`src/rtl/mips_pkg.sv`:
```
// Shared constants for the integer datapath: register file geometry and the
// hard-wired zero register.
package mips_pkg;
  localparam int REG_ADDR_W = 5;
  localparam int DATA_W     = 32;
  localparam logic [REG_ADDR_W-1:0] REG_ZERO = 5'd0;
endpackage

```
`src/rtl/wb_fifo.sv`:
```
// Synchronous FIFO buffering ALU writeback entries; head is visible
// combinationally and a pushed entry is poppable from the following cycle.
module wb_fifo #(
  parameter int W     = 37,
  parameter int DEPTH = 4
) (
  input  logic         clk,
  input  logic         rst_n,
  input  logic         push,
  input  logic [W-1:0] push_data,
  input  logic         pop,
  output logic [W-1:0] head,
  output logic         full,
  output logic         empty
);
  localparam int AW = $clog2(DEPTH);

  logic [W-1:0] mem [DEPTH];
  logic [AW:0]  wptr;
  logic [AW:0]  rptr;
  logic         do_push;
  logic         do_pop;

  // Extra wrap bit distinguishes full from empty when the index bits match.
  assign empty   = (wptr == rptr);
  assign full    = (wptr[AW] != rptr[AW]) && (wptr[AW-1:0] == rptr[AW-1:0]);
  assign head    = mem[rptr[AW-1:0]];
  assign do_push = push && !full;
  assign do_pop  = pop && !empty;

  always_ff @(posedge clk or negedge rst_n) begin
    if (!rst_n) begin
      wptr <= '0;
      rptr <= '0;
    end else begin
      if (do_push) wptr <= wptr + 1'b1;
      if (do_pop)  rptr <= rptr + 1'b1;
    end
  end

  always_ff @(posedge clk) begin
    if (do_push) mem[wptr[AW-1:0]] <= push_data;
  end
endmodule

```
`src/rtl/regfile_writeback.sv`:
```
// Register file write-port owner: merges load and buffered ALU results (load
// priority, starvation guard) and tracks pending writes for RAW detection.
module regfile_writeback #(
  parameter int DATA_W     = 32,
  parameter int ADDR_W     = 5,
  parameter int FIFO_DEPTH = 4,
  parameter int STARVE_MAX = 3
) (
  input  logic              clk,
  input  logic              rst_n,
  input  logic              alu_valid,
  output logic              alu_ready,
  input  logic [ADDR_W-1:0] alu_rd,
  input  logic [DATA_W-1:0] alu_data,
  input  logic              ld_valid,
  output logic              ld_ready,
  input  logic [ADDR_W-1:0] ld_rd,
  input  logic [DATA_W-1:0] ld_data,
  input  logic              issue_valid,
  input  logic [ADDR_W-1:0] issue_rd,
  input  logic [ADDR_W-1:0] query_rs,
  input  logic [ADDR_W-1:0] query_rt,
  output logic              rs_busy,
  output logic              rt_busy,
  output logic [ADDR_W-1:0] rd,
  output logic              regWrite,
  output logic [DATA_W-1:0] writeData
);
  import mips_pkg::*;

  localparam int ENT_W = DATA_W + ADDR_W;
  localparam int CNT_W = $clog2(STARVE_MAX + 1);
  localparam int NREG  = 1 << ADDR_W;
  localparam logic [ADDR_W-1:0] ZERO = ADDR_W'(REG_ZERO);

  logic              fifo_full;
  logic              fifo_empty;
  logic              push;
  logic              pop;
  logic              ld_win;
  logic              force_alu;
  logic [ENT_W-1:0]  head;
  logic [ADDR_W-1:0] head_rd;
  logic [DATA_W-1:0] head_data;
  logic [CNT_W-1:0]  starve_cnt;
  logic [NREG-1:0]   busy;
  logic [NREG-1:0]   busy_nxt;
  logic              sel_vld;
  logic [ADDR_W-1:0] sel_rd;
  logic [DATA_W-1:0] sel_data;

  assign {head_rd, head_data} = head;

  assign force_alu = (starve_cnt == CNT_W'(STARVE_MAX)) && !fifo_empty;
  assign ld_ready  = !force_alu;
  assign alu_ready = !fifo_full;
  assign ld_win    = ld_valid && ld_ready;
  assign pop       = !ld_win && !fifo_empty;
  assign push      = alu_valid && !fifo_full;

  wb_fifo #(.W(ENT_W), .DEPTH(FIFO_DEPTH)) u_fifo (
    .clk       (clk),
    .rst_n     (rst_n),
    .push      (push),
    .push_data ({alu_rd, alu_data}),
    .pop       (pop),
    .head      (head),
    .full      (fifo_full),
    .empty     (fifo_empty)
  );

  // Results for $0 are consumed but never reach the register file.
  always_comb begin
    sel_vld  = 1'b0;
    sel_rd   = head_rd;
    sel_data = head_data;
    if (ld_win) begin
      sel_vld  = (ld_rd != ZERO);
      sel_rd   = ld_rd;
      sel_data = ld_data;
    end else if (pop) begin
      sel_vld  = (head_rd != ZERO);
    end
  end

  always_ff @(posedge clk or negedge rst_n) begin
    if (!rst_n) begin
      rd        <= '0;
      regWrite  <= 1'b0;
      writeData <= '0;
    end else begin
      regWrite <= sel_vld;
      if (sel_vld) begin
        rd        <= sel_rd;
        writeData <= sel_data;
      end
    end
  end

  always_ff @(posedge clk or negedge rst_n) begin
    if (!rst_n) begin
      starve_cnt <= '0;
    end else if (fifo_empty || pop) begin
      starve_cnt <= '0;
    end else if (ld_win) begin
      starve_cnt <= starve_cnt + CNT_W'(1);
    end
  end

  // A new issue to the register being retired this cycle must stay pending.
  always_comb begin
    busy_nxt = busy;
    if (regWrite)    busy_nxt[rd]       = 1'b0;
    if (issue_valid) busy_nxt[issue_rd] = 1'b1;
    busy_nxt[0] = 1'b0;
  end

  always_ff @(posedge clk or negedge rst_n) begin
    if (!rst_n) busy <= '0;
    else        busy <= busy_nxt;
  end

  assign rs_busy = busy[query_rs];
  assign rt_busy = busy[query_rt];
endmodule

```
`config.mk`:
```
export PLATFORM = sky130hd
export DESIGN_NAME = regfile_writeback
export DESIGN_NICKNAME = d
export VERILOG_FILES = /design/src/rtl/mips_pkg.sv /design/src/rtl/wb_fifo.sv /design/src/rtl/regfile_writeback.sv
export SDC_FILE = /design/constraint.sdc
export NUM_CORES = 1
export LEC_CHECK = 0
export ABC_AREA = 1
export ABC_CLOCK_PERIOD_IN_PS = 4000
export CAP_MARGIN = 5
export CELL_PAD_IN_SITES_DETAIL_PLACEMENT = 1
export CELL_PAD_IN_SITES_GLOBAL_PLACEMENT = 2
export CORE_MARGIN = 1
export CORE_UTILIZATION = 35
export CTS_CLUSTER_SIZE = 40
export DETAILED_ROUTE_END_ITERATION = 10
export GPL_ROUTABILITY_DRIVEN = 0
export PLACE_DENSITY_LB_ADDON = 0.1
export SYNTH_ARGS = -nofsm -noshare
export SYNTH_HDL_FRONTEND = slang
export SYNTH_SLANG_ARGS = --single-unit
```
`constraint.sdc`:
```
create_clock -name clk -period 4 [get_ports clk]
set_input_delay 1 -clock clk [delete_from_list [all_inputs] [get_ports clk]]
set_output_delay 1 -clock clk [all_outputs]
set_load 0.03 [all_outputs]
```
==> out/summary.json <==
{
  "critical_path_peak_fanout": 18,
  "slew_headroom_pct": 47.3,
  "crit_path_max_incr_delay_ps": 530,
  "cts.root.buffer_cell": "sky130_fd_sc_hd__clkbuf_16",
  "clock_period_minus_worst_slack_ps": 3780,
  "drc_errors": 0,
  "die_width_um": 169,
  "cts_tree": "built",
  "synthesis.yosys.warnings": 0,
  "cts.sinks": 225,
  "unrepaired_setup_endpoints_after_global_routing": "no",
  "synth.ff_latch_count": 225,
  "most_prevalent_standard_cell_on_the_critical_path": "sky130_fd_sc_hd__nand2_1",
  "detail_route.first_pass.iterations": 4,
  "worst_vdd_ir_uv": 376,
  "critical_path.top_delay_family": "buffers and inverters",
  "initial_core_util_pct": 35.9,
  "worst_setup_hold_path_clk_slew_ps": 60,
  "share_of_synthesized_area_occupied_by_flip_flops_and_latches_pct": 65.3,
  "setup-tns-final_ps": 0,
  "worst_setup_ep_type": "primary output",
  "cts_post_setup_buffers_inserted": 0,
  "io-pin-count": 136,
  "worstSetupPathType": "in2out",
  "gr-usage-all-layers_pct": 21.4,
  "floorplan.core_area_sq_um": 27200,
  "layout.cell_area.non_filler_sq_um": 12300,
  "htree_num_levels": 1,
  "critical_path.cell_chain": "clkdlybuf4s50_1 > clkinv_1 > o211ai_1 > nand3_1 > nand3_1 > nand2_1 > nand2_1 > nand2_1 > buf_4",
  "global_route_wire_length_before_repair_um": 46300,
  "number_of_i_o_port_buffers": 135,
  "grtUsageMet2_pct": 35.6,
  "placementRows": 60,
  "cp.required_ps": 3000,
  "design.die.area_sq_um": 28500,
  "drive_gt1_share_pct": 5.99,
  "worst_setup_path_start_kind": "input port",
  "intPower_mw": 5.69,
  "synth_cells": 981,
  "dp_hpwl_um": 19400,
  "finalHoldViolCount": 0,
  "drt-vias-per-instance": 5.03,
  "timing.clock.skew_ps": 17.1,
  "globalRouteMet1Util_pct": 29.7,
  "finalMaxSlewViolations": 0,
  "tightest_slew_ps": 791,
  "power.share.clock_pct": 23.8,
  "setup_violations": 0,
  "hold_class": "in2async",
  "cellPowerDensity_nw_per_um2": 761,
  "design.final.nets": 1215,
  "part_of_the_total_power_dissipated_in_combinational_logic_pct": 37.3,
  "timing.critical_path.buf_inv": 3,
  "insertedDiodeCount": 0,
  "fraction_of_power_consumed_by_sequential_logic_pct": 38.9,
  "first_global_vias": 7699,
  "netlist-cell-type-count": 21,
  "syn_nets": 1081,
  "antenna_found_initial": 2,
  "vias": 7588,
  "wl_per_cell_um": 19.8,
  "maxCapViolations": 0,
  "grt_max_degree": 76,
  "gr-usage-met3_pct": 2.81,
  "post_synth_instance_area_sq_um": 9760,
  "final_antenna_net_count": 0,
  "layout.cells.most_common": "sky130_fd_sc_hd__nand2_1",
  "fin_crit_sh_pct": 94.4,
  "power_switching_mw": 3.71,
  "p_leak_nw": 4.92,
  "critPathArrivalTime_ps": 2780,
  "power.share.switching_pct": 39.5,
  "outcome": "complete, no violations",
  "synthesis.area_per_instance_sq_um": 9.94,
  "most_used_layer_global_route": "met2",
  "area.growth.synth_to_final_pct": 26.6,
  "drt-initial-drc-count": 412,
  "layout_common_cells": "sky130_fd_sc_hd__nand2_1, sky130_fd_sc_hd__edfxtp_1, sky130_fd_sc_hd__o21ai_0",
  "ctsLongestPathBuffers": 3,
  "insertion_delay_ps": 530,
  "numCtsBuffers": 27,
  "globalRouteOverflowTotal": 0,
  "crit_path_top_delay_cell": "sky130_fd_sc_hd__clkdlybuf4s50_1",
  "placed_cell_area_sq_um": 11500,
  "routed_wirelength_um": 29800,
  "fmax_mhz": 265,
  "die-height_um": 169
}
-- cell families (layout without fill, tap and decap cells) --
kind of cell / after synthesis / count (layout) / synth area share [%]
simple gates: 475 / 475 / 19.9
xor+xnor: 4 / 4 / 0.359
flops: 225 / 225 / 65.3
buf+inv: 92 / 247 / 3.99
fa+ha+maj: 6 / 6 / 0.770
compound gates: 179 / 179 / 9.70
-- registers in the layout (all words and copies together) (netlist names) --
| register | cells |
|---|---|
| writeData | 32 |
| regWrite | 1 |
| u_fifo.rptr | 3 |
| rd | 5 |
| u_fifo.mem | 148 |
| busy | 31 |
| starve_cnt | 2 |
| u_fifo.wptr | 3 |
-- power by group through the flow --
| stage | combinational (mW) | sequential, mW | clock, mW |
|---|---|---|---|
| 5_1_grt | 3.89 | 3.73 | 2.38 |
| 3_3_place_gp | 3.51 | 3.69 | 0 |
| 3_5_place_dp | 3.55 | 3.71 | 0 |
| 6_report | 3.50 | 3.66 | 2.24 |
| 2_1_floorplan | 1.81 | 3.92 | 0 |
| 4_1_cts | 3.57 | 3.67 | 2.29 |
-- repair_timing --
action,in CTS,in global routing
endpoints found under the setup margin,0,1
gates resized for setup,0,1
hold buffers,0,0
-- worst reg2reg max path: cells and delay by family, from the launching register on --
kind / cells / cell delay [ps]
AO/OA/AOI/OAI: 1 / 70
buffers and inverters: 3 / 1110
flip-flops: 1 / 420
AND/OR/NAND/NOR: 7 / 970
-- per-layer routing --
layer	routed length (um)	up-vias	part of all wire, %
li1	-	3653	-
met1	14000	3735	47
met2	14000	163	47
met3	1240	35	4.2
met4	502	2	1.7
met5	11	-	0.037
-- layout make-up --
cell class	instances	area [sq um]
clock buffers	46	787
clock inverters	4	25.0
fillers	3042	14800
inverters	43	165
multi-input cells	664	3040
flip-flops and latches	225	6370
well taps	372	465
repair buffers	154	1500
-- stage by stage --
step	instances	total power, mW	utilization [%]	setup WS, ps	hold slack [ps]
detailed placement	1458	7.26	42.4	177	440
floorplan	981	5.72	-	772	408
global placement	1458	7.20	42.4	226	426
global route	1508	10.0	45.4	33.4	456
finish	1508	9.40	45.4	224	437
CTS	1508	9.52	45.4	170	441
-- cells in the mapped netlist --
| cell type | instances | share of area [%] |
|---|---|---|
| sky130_fd_sc_hd__a21oi_1 | 7 | 0.36 |
| sky130_fd_sc_hd__inv_1 | 37 | 1.4 |
| sky130_fd_sc_hd__inv_2 | 2 | 0.077 |
| sky130_fd_sc_hd__edfxtp_1 | 148 | 46 |
| sky130_fd_sc_hd__dfrtp_1 | 77 | 20 |
| sky130_fd_sc_hd__buf_2 | 17 | 0.87 |
| sky130_fd_sc_hd__xor2_1 | 4 | 0.36 |
| sky130_fd_sc_hd__nor2_1 | 72 | 2.8 |
| sky130_fd_sc_hd__clkinv_1 | 4 | 0.15 |
| sky130_fd_sc_hd__buf_4 | 6 | 0.46 |
| sky130_fd_sc_hd__o22ai_1 | 32 | 2.1 |
| sky130_fd_sc_hd__clkbuf_1 | 24 | 0.92 |
| sky130_fd_sc_hd__nand4_1 | 2 | 0.13 |
| sky130_fd_sc_hd__nand2_1 | 281 | 11 |
| sky130_fd_sc_hd__o21ai_1 | 1 | 0.051 |
| sky130_fd_sc_hd__nand3_1 | 119 | 6.1 |
| sky130_fd_sc_hd__ha_1 | 6 | 0.77 |
| sky130_fd_sc_hd__nand2_2 | 1 | 0.064 |
| sky130_fd_sc_hd__o211ai_1 | 4 | 0.31 |
| sky130_fd_sc_hd__o21ai_0 | 135 | 6.9 |
| sky130_fd_sc_hd__buf_1 | 2 | 0.077 |
-- final timing paths --
check	start	end	slack, ps	cells after the start
setup / recovery	query_rt[0]	rt_busy	220	9
hold / removal	rst_n	u_fifo.wptr[1]	440	1
setup reg to reg	u_fifo.rptr[0]	writeData[19]	1360	11
hold reg to reg	starve_cnt[0]	starve_cnt[0]	440	1
max in group asynchronous	rst_n	busy[26]	2760	2
min in group clk	starve_cnt[0]	starve_cnt[0]	440	1
Power figures use the tool's default switching activity.
